===== config.mk =====
export PLATFORM = sky130hd
export DESIGN_NAME = block_stats_responder_flat
export DESIGN_NICKNAME = d
export VERILOG_FILES = /design/src/rtl/noise_est_pkg.sv /design/src/rtl/block_stats_responder_if.sv /design/src/rtl/block_stats_responder_sq_diff.sv /design/src/rtl/block_stats_responder.sv /design/src/flat_wrapper.sv
export SDC_FILE = /design/constraint.sdc
export NUM_CORES = 1
export LEC_CHECK = 0
export ABC_AREA = 1
export BUFFER_PORTS_ARGS = -buffer_cell sky130_fd_sc_hd__buf_2
export CAP_MARGIN = 10
export CORE_UTILIZATION = 55
export DETAILED_ROUTE_END_ITERATION = 7
export HOLD_SLACK_MARGIN = 0.03
export PLACE_DENSITY_LB_ADDON = 0.25
export RECOVER_POWER = 100
export SYNTH_ARGS = -nofsm -noshare
export SYNTH_HDL_FRONTEND = slang
export SYNTH_HIERARCHICAL = 1
export SYNTH_SLANG_ARGS = --single-unit

===== constraint.sdc =====
create_clock -name clk -period 6.33 [get_ports clk]
set_input_delay 0.633 -clock clk [delete_from_list [all_inputs] [get_ports clk]]
set_output_delay 0.633 -clock clk [all_outputs]
set_load 0.1 [all_outputs]

===== src/rtl/noise_est_pkg.sv =====
// Shared types and width helpers for the noise-estimation datapath.
package noise_est_pkg;

    typedef enum logic [1:0] {
        ST_IDLE,
        ST_MEAN_ACC,
        ST_MEAN_HOLD,
        ST_VAR_ACC
    } stats_state_t;

    function automatic int unsigned sum_w(input int unsigned data_w, input int unsigned log2_n);
        return data_w + log2_n;
    endfunction

    function automatic int unsigned var_acc_w(input int unsigned data_w, input int unsigned log2_n);
        return 2 * data_w + log2_n;
    endfunction

endpackage


===== src/rtl/block_stats_responder_if.sv =====
// Handshake between the block controller (master) and the stats responder (slave).
interface block_stats_responder_if #(
    parameter int unsigned DATA_WIDTH = 8
);
    logic                    frame_restart;
    logic                    data_valid;
    logic [DATA_WIDTH-1:0]   data_in;
    logic                    variance_start_of_data;
    logic [DATA_WIDTH-1:0]   mean_out;
    logic                    mean_ready;
    logic [2*DATA_WIDTH-1:0] variance_out;
    logic                    variance_ready;
    logic                    busy;
    logic                    sample_drop;

    modport master (
        output frame_restart, data_valid, data_in, variance_start_of_data,
        input  mean_out, mean_ready, variance_out, variance_ready, busy, sample_drop
    );

    modport slave (
        input  frame_restart, data_valid, data_in, variance_start_of_data,
        output mean_out, mean_ready, variance_out, variance_ready, busy, sample_drop
    );
endinterface


===== src/rtl/block_stats_responder_sq_diff.sv =====
// Combinational squared difference of two unsigned values.
module sq_diff #(
    parameter int unsigned DATA_WIDTH = 8
) (
    input  logic [DATA_WIDTH-1:0]   a,
    input  logic [DATA_WIDTH-1:0]   b,
    output logic [2*DATA_WIDTH-1:0] sq
);
    logic signed [DATA_WIDTH:0]   diff;
    logic        [DATA_WIDTH:0]   neg;
    logic        [DATA_WIDTH-1:0] mag;
    logic        [2*DATA_WIDTH-1:0] mag_ext;

    // |a-b| always fits DATA_WIDTH bits, so square the magnitude unsigned
    always_comb begin
        diff    = $signed({1'b0, a}) - $signed({1'b0, b});
        neg     = -diff;
        mag     = diff[DATA_WIDTH] ? neg[DATA_WIDTH-1:0] : diff[DATA_WIDTH-1:0];
        mag_ext = {{DATA_WIDTH{1'b0}}, mag};
        sq      = mag_ext * mag_ext;
    end
endmodule


===== src/rtl/block_stats_responder.sv =====
// Two-pass block statistics: mean on the first pass, population variance on the second.
module block_stats_responder
    import noise_est_pkg::*;
#(
    parameter int unsigned DATA_WIDTH    = 8,
    parameter int unsigned TOTAL_SAMPLES = 64
) (
    input  logic                  clk,
    input  logic                  rst,
    block_stats_responder_if.slave bus
);
    localparam int unsigned LOG2_SAMPLES = $clog2(TOTAL_SAMPLES);
    localparam int unsigned SUM_W        = sum_w(DATA_WIDTH, LOG2_SAMPLES);
    localparam int unsigned VAR_W        = var_acc_w(DATA_WIDTH, LOG2_SAMPLES);
    localparam int unsigned CNT_W        = LOG2_SAMPLES + 1;
    localparam logic [CNT_W-1:0] CNT_LAST = CNT_W'(TOTAL_SAMPLES);

    generate
        if ((1 << LOG2_SAMPLES) != TOTAL_SAMPLES) begin : g_bad_samples
            $error("TOTAL_SAMPLES must be a power of 2");
        end
    endgenerate

    stats_state_t            state_q, state_d;
    logic [SUM_W-1:0]        sum_q, sum_d, sum_base;
    logic [VAR_W-1:0]        var_acc_q, var_acc_d, var_base;
    logic [CNT_W-1:0]        count_q, count_d, cnt_inc;
    logic [DATA_WIDTH-1:0]   mean_out_q, mean_out_d;
    logic [2*DATA_WIDTH-1:0] variance_out_q, variance_out_d;
    logic                    mean_ready_q, mean_ready_d;
    logic                    variance_ready_q, variance_ready_d;
    logic                    sample_drop_q, sample_drop_d;
    logic [2*DATA_WIDTH-1:0] sq;
    logic                    last, var_accept;

    sq_diff #(.DATA_WIDTH(DATA_WIDTH)) u_sq_diff (
        .a  (bus.data_in),
        .b  (mean_out_q),
        .sq (sq)
    );

    always_comb begin
        state_d          = state_q;
        sum_d            = sum_q;
        var_acc_d        = var_acc_q;
        count_d          = count_q;
        mean_out_d       = mean_out_q;
        variance_out_d   = variance_out_q;
        variance_ready_d = 1'b0;
        sample_drop_d    = 1'b0;
        cnt_inc          = count_q + CNT_W'(1);
        last             = (cnt_inc == CNT_LAST);
        sum_base         = (state_q == ST_MEAN_ACC) ? sum_q : '0;
        var_base         = (state_q == ST_VAR_ACC) ? var_acc_q : '0;
        var_accept       = bus.data_valid &&
                           ((state_q == ST_VAR_ACC) ||
                            (state_q == ST_MEAN_HOLD && bus.variance_start_of_data));

        // count is zero on entry to every pass, so IDLE and MEAN_HOLD share the accumulate paths
        case (state_q)
            ST_IDLE, ST_MEAN_ACC: begin
                if (bus.data_valid) begin
                    sum_d   = sum_base + SUM_W'(bus.data_in);
                    count_d = cnt_inc;
                    state_d = ST_MEAN_ACC;
                    if (last) begin
                        mean_out_d = sum_d[LOG2_SAMPLES +: DATA_WIDTH];
                        count_d    = '0;
                        state_d    = ST_MEAN_HOLD;
                    end
                end
            end
            ST_MEAN_HOLD: begin
                if (bus.variance_start_of_data) begin
                    var_acc_d = '0;
                    count_d   = '0;
                    state_d   = ST_VAR_ACC;
                end else if (bus.data_valid) begin
                    sample_drop_d = 1'b1;
                end
            end
            ST_VAR_ACC: ;
            default: state_d = ST_IDLE;
        endcase

        if (var_accept) begin
            var_acc_d = var_base + VAR_W'(sq);
            count_d   = cnt_inc;
            if (last) begin
                variance_out_d   = var_acc_d[LOG2_SAMPLES +: 2*DATA_WIDTH];
                variance_ready_d = 1'b1;
                count_d          = '0;
                state_d          = ST_IDLE;
            end
        end

        if (bus.frame_restart) begin
            state_d          = ST_IDLE;
            sum_d            = '0;
            var_acc_d        = '0;
            count_d          = '0;
            mean_out_d       = mean_out_q;
            variance_out_d   = variance_out_q;
            variance_ready_d = 1'b0;
            sample_drop_d    = 1'b0;
        end

        mean_ready_d = (state_d == ST_MEAN_HOLD);
    end

    always_ff @(posedge clk or posedge rst) begin
        if (rst) begin
            state_q          <= ST_IDLE;
            sum_q            <= '0;
            var_acc_q        <= '0;
            count_q          <= '0;
            mean_out_q       <= '0;
            variance_out_q   <= '0;
            mean_ready_q     <= 1'b0;
            variance_ready_q <= 1'b0;
            sample_drop_q    <= 1'b0;
        end else begin
            state_q          <= state_d;
            sum_q            <= sum_d;
            var_acc_q        <= var_acc_d;
            count_q          <= count_d;
            mean_out_q       <= mean_out_d;
            variance_out_q   <= variance_out_d;
            mean_ready_q     <= mean_ready_d;
            variance_ready_q <= variance_ready_d;
            sample_drop_q    <= sample_drop_d;
        end
    end

    assign bus.mean_out       = mean_out_q;
    assign bus.mean_ready     = mean_ready_q;
    assign bus.variance_out   = variance_out_q;
    assign bus.variance_ready = variance_ready_q;
    assign bus.sample_drop    = sample_drop_q;
    assign bus.busy           = (state_q != ST_IDLE);
endmodule


===== src/flat_wrapper.sv =====
// flat-port wrapper written by rule: the top's interface ports become plain ports
module block_stats_responder_flat import noise_est_pkg::*;
#(
    parameter int unsigned DATA_WIDTH    = 8,
    parameter int unsigned TOTAL_SAMPLES = 64
)
  (clk, rst, bus_frame_restart, bus_data_valid, bus_data_in, bus_variance_start_of_data, bus_mean_out, bus_mean_ready, bus_variance_out, bus_variance_ready, bus_busy, bus_sample_drop);
  block_stats_responder_if #(.DATA_WIDTH(DATA_WIDTH)) bus_i ();
  input  logic clk;
  input  logic rst;
  input wire logic [$bits(bus_i.frame_restart)-1:0] bus_frame_restart;
  input wire logic [$bits(bus_i.data_valid)-1:0] bus_data_valid;
  input wire logic [$bits(bus_i.data_in)-1:0] bus_data_in;
  input wire logic [$bits(bus_i.variance_start_of_data)-1:0] bus_variance_start_of_data;
  output wire logic [$bits(bus_i.mean_out)-1:0] bus_mean_out;
  output wire logic [$bits(bus_i.mean_ready)-1:0] bus_mean_ready;
  output wire logic [$bits(bus_i.variance_out)-1:0] bus_variance_out;
  output wire logic [$bits(bus_i.variance_ready)-1:0] bus_variance_ready;
  output wire logic [$bits(bus_i.busy)-1:0] bus_busy;
  output wire logic [$bits(bus_i.sample_drop)-1:0] bus_sample_drop;
  assign bus_i.frame_restart = bus_frame_restart;
  assign bus_i.data_valid = bus_data_valid;
  assign bus_i.data_in = bus_data_in;
  assign bus_i.variance_start_of_data = bus_variance_start_of_data;
  assign bus_mean_out = bus_i.mean_out;
  assign bus_mean_ready = bus_i.mean_ready;
  assign bus_variance_out = bus_i.variance_out;
  assign bus_variance_ready = bus_i.variance_ready;
  assign bus_busy = bus_i.busy;
  assign bus_sample_drop = bus_i.sample_drop;
  block_stats_responder #(.DATA_WIDTH(DATA_WIDTH), .TOTAL_SAMPLES(TOTAL_SAMPLES)) u_core (.clk(clk), .rst(rst), .bus(bus_i));
endmodule

==> summary by stage <==
Outcome
The flow ran to the end, but the final reports show violations. The checks that failed: max-capacitance violations, max-slew violations, negative setup slack.

Timing
The count of final setup violators is 18. For this run, the top clock speed supported by timing is 154.2 MHz. The max-slew headroom at the worst pin is -159.5%.

The worst path uses 102.5% of the clock period. The number of slew-limit violations in the final report was 73. The total count of hold-check failures in the final report was 0. Setup repair after global routing could not meet its margin everywhere. For the final database, setup skew stands at 10.29 ps. At the pin with the least slew margin, the transition time is slightly below 4000 ps. The final worst setup slack is -156.7 ps. The minimum clock period is 6487 ps.

Die
The core region area is 12770 µm². The die outline area is roughly 14000 µm². The die width is 117.2 µm. The die outline height is 117.2 µm. The number of standard-cell rows in the floorplan is 41. For this configuration, the core starts out at a cell density of around 57%. For this design the top-level I/O count stands at 41.

Drt
The final layout contains routed wiring with a total length of 19.16 mm. In the routed design, unresolved DRC markers number 0. The number of iterations in the first detailed-routing pass is 5. The remaining number of nets flagged by the antenna check after routing is 0.

The detailed router's first-iteration violation count is 424. In the routed layout, each cell is associated on average with a via count of between 5 and 6. The routed wirelength normalized by instance count is 13.69 µm. The routed layout has 7205 vias.

Placement
The setup slack after placement is -662.9 ps. The number of placed instances with taps included is approximately 1400. The port buffer count is 40.

The global placement routability congestion is 0.9045. The HPWL after detailed placement is 14.38 mm.

Power and ir drop
The total power consumption of the routed design is 4.718 mW. The maximum resistive drop on vdd is between 0.3 and 0.4 mV. The power density of the placed cells is 496.5 nW/µm². The cell leakage power is 5.045 nW.

Cells and area
0 antenna diodes ended up in the layout. The final instance count without filler cells is 1399. In the final design database the tool counted 1325 nets. The top cell types in the final layout, fill and taps aside, are sky130_fd_sc_hd__nand2_1, sky130_fd_sc_hd__inv_1, sky130_fd_sc_hd__buf_4. Relative to the synthesized area, the layout overhead comes to 30.30%. The leading cell type in the layout, fill and taps excluded is sky130_fd_sc_hd__nand2_1. The fraction of final layout cells with drive strength greater than 1 is 27.55%. The final core utilization is 74.40%.

Yosys
Counting every net in the synthesized netlist gives 1159. For this run, asynchronously set or reset flops after synthesis account for 100.0%. The share of the Yosys chip area taken by registers is approximately 25%. For this run, the leading register cell type out of synthesis is sky130_fd_sc_hd__dfrtp_1. Counting every instance in the synthesized netlist gives 1056. The number of different library cells in the post-synthesis netlist is 47. The warning count from the yosys run is 6. Counting flops with a built-in enable in the synthesized netlist gives 0.

The share of Yosys cell area claimed by the top area cell type is about a quarter. sky130_fd_sc_hd__dfrtp_1 takes more of the synthesized area than any other cell. Yosys attributes the largest share of cell area to sky130_fd_sc_hd__dfrtp_1, sky130_fd_sc_hd__nand2_1, sky130_fd_sc_hd__ha_1. In this run, synthesis produced a sequential element count of 72.

The netlist area before placement is 7293 µm². A synthesized cell averages 6.906 µm².

Clocking
The number of H-tree levels is 3. Clock-pin slew was measured on the worst setup and hold paths at 60 ps. TritonCTS built the clock tree. The number of buffers inserted for hold repair after clock tree synthesis is 0. The later pin in the worst-skew pair is clocked with a latency of around 340 ps. The cell chosen for the clock root is sky130_fd_sc_hd__clkbuf_16. The maximum number of buffers from clock root to sink is 2. The TritonCTS buffer count is 9. The clock net in this run drives a total of 72 sinks.

Setup path
At the worst endpoint, the required time is about 6600 ps. The depth of the worst register-to-register path is 38. The cell type of the slowest stage on the worst timing path is sky130_fd_sc_hd__fa_2. Of all nets on the critical path, the largest fanout is 4. The worst reg2reg path startpoint is u_core/bus.mean_out[0]. The start point of the critical path is bus_data_in[0]. In this design, the stage delay of the slowest critical-path cell is 570 ps. STA classifies the critical path startpoint as an input pin. STA classifies the critical path endpoint as a flop. The critical path data arrival time is ~6700 ps. The kind of critical path is in2reg.

Worst hold path
In this run the worst hold path is classified as reg2reg. The startpoint identified for the worst hold timing path is u_core/var_acc_q[18]. Along the worst hold path, the cell count comes to 2.

GRT
After global routing the overflow that remains totals 0. The number of antenna violations at the first check in global routing was 0. The via count of the first global-routing pass is 6910. Global routing consumed, over all layers together, 29.48% of the routing resources. The first-pass GRT wire length is between 30 and 40 mm. The pin count of the biggest net entering global routing is 73.

Flow run
Max-cap violations in this run came to 1.
[logic make-up (layout without fill, tap and decap cells)]
group / after synthesis / after routing / synth area share (%)
simple gates: 545 / 545 / 33.01
other cells: 1 / 1 / 0.05142
fa+ha+maj: 90 / 90 / 18.32
xor+xnor: 31 / 31 / 4.083
buf+inv: 218 / 389 / 11.84
flops: 72 / 72 / 24.70
compound gates: 99 / 99 / 7.995
[sequential cells by signal, indices dropped and copies added, names as in the netlist]
signal                     flops
u_core/sum_q                  14
u_core/var_acc_q              22
u_core/state_q                 2
u_core/bus.mean_out            8
u_core/count_q                 7
u_core/bus.mean_ready          1
u_core/bus.variance_ready      1
u_core/bus.sample_drop         1
u_core/bus.variance_out       16
[report_power, final]
part	switching, mW	internal, mW
registers	0.00492	0.468
logic	1.94	1.72
clock network	0.197	0.384
total	2.14	2.57
[routing by layer]
layer / part of all wire (%) / vias up / GRT usage (%)
met5: 0 / - / 0
met4: 1.7 / 0 / 7.932
met3: 4.3 / 27 / 4.634
met2: 49 / 181 / 51.18
met1: 45 / 3388 / 38.13
li1: - / 3609 / -
[worst paths after layout]
kind | end | slack [ps]
setup / recovery | u_core/bus.variance_out[15] | -160
hold / removal | u_core/var_acc_q[18] | 480
setup reg to reg | u_core/bus.variance_out[15] | -150
hold reg to reg | u_core/var_acc_q[18] | 480
max in group asynchronous | u_core/bus.mean_out[1] | 2080
min in group asynchronous | u_core/sum_q[12] | 1800
[cell type report]
type	instances	area, µm²
Sequential cell	72	1810
Timing Repair Buffer	169	1156
Clock buffer	10	229.0
Multi-Input combinational cell	766	5196
Fill cell	1016	3271
Tap cell	172	215.2
Inverter	204	788.3
Clock inverter	6	107.6
[Yosys cell counts, types with 2 or more instances]
master and count:
sky130_fd_sc_hd__inv_4 4, sky130_fd_sc_hd__nor2_2 3, sky130_fd_sc_hd__ha_1 62, sky130_fd_sc_hd__nor3_1 5, sky130_fd_sc_hd__buf_6 2, sky130_fd_sc_hd__buf_4 2
sky130_fd_sc_hd__o21ai_2 6, sky130_fd_sc_hd__xor2_1 15, sky130_fd_sc_hd__nand2_1 319, sky130_fd_sc_hd__nand2_2 11, sky130_fd_sc_hd__a21oi_1 37, sky130_fd_sc_hd__buf_2 6
sky130_fd_sc_hd__nand4_1 12, sky130_fd_sc_hd__nor2_4 9, sky130_fd_sc_hd__nor2_1 99, sky130_fd_sc_hd__clkbuf_1 3, sky130_fd_sc_hd__fa_1 28, sky130_fd_sc_hd__o21ai_0 33
sky130_fd_sc_hd__nand3_1 67, sky130_fd_sc_hd__nand3b_1 6, sky130_fd_sc_hd__inv_1 190, sky130_fd_sc_hd__xnor2_1 14, sky130_fd_sc_hd__nand2_4 3, sky130_fd_sc_hd__nand3_4 2
sky130_fd_sc_hd__nand3_2 3, sky130_fd_sc_hd__inv_2 9, sky130_fd_sc_hd__dfrtp_1 72, sky130_fd_sc_hd__o22ai_1 12, sky130_fd_sc_hd__o21ai_1 4
[worst max-delay path, delay by kind of cell]
family / cells / cell delay, ps
buf+inv: 9 / 590
simple gates: 15 / 1450
compound gates: 2 / 180
fa+ha+maj: 9 / 3590
xor+xnor: 2 / 280
[stage by stage]
stage / TNS, ps / hold WS (ps) / area (µm²)
global route: -10860 / 490.0 / 9503
CTS: -1270 / 470.6 / 9230
finish: -1677 / 478.8 / 9503
global placement: -11800 / 459.0 / 8675
floorplan: -1980 / 448.7 / 7473
detailed placement: -15440 / 460.0 / 8675
[repair_timing]
item / 4_1_cts / 5_1_grt
hold endpoints to repair: 0 / 0
resized for setup: 52 / 67
endpoints found under the setup margin: 28 / 30
pin swaps: 37 / 39
buffers inserted: 8 / 7
Note: power is estimated with default switching activity, not from simulation.
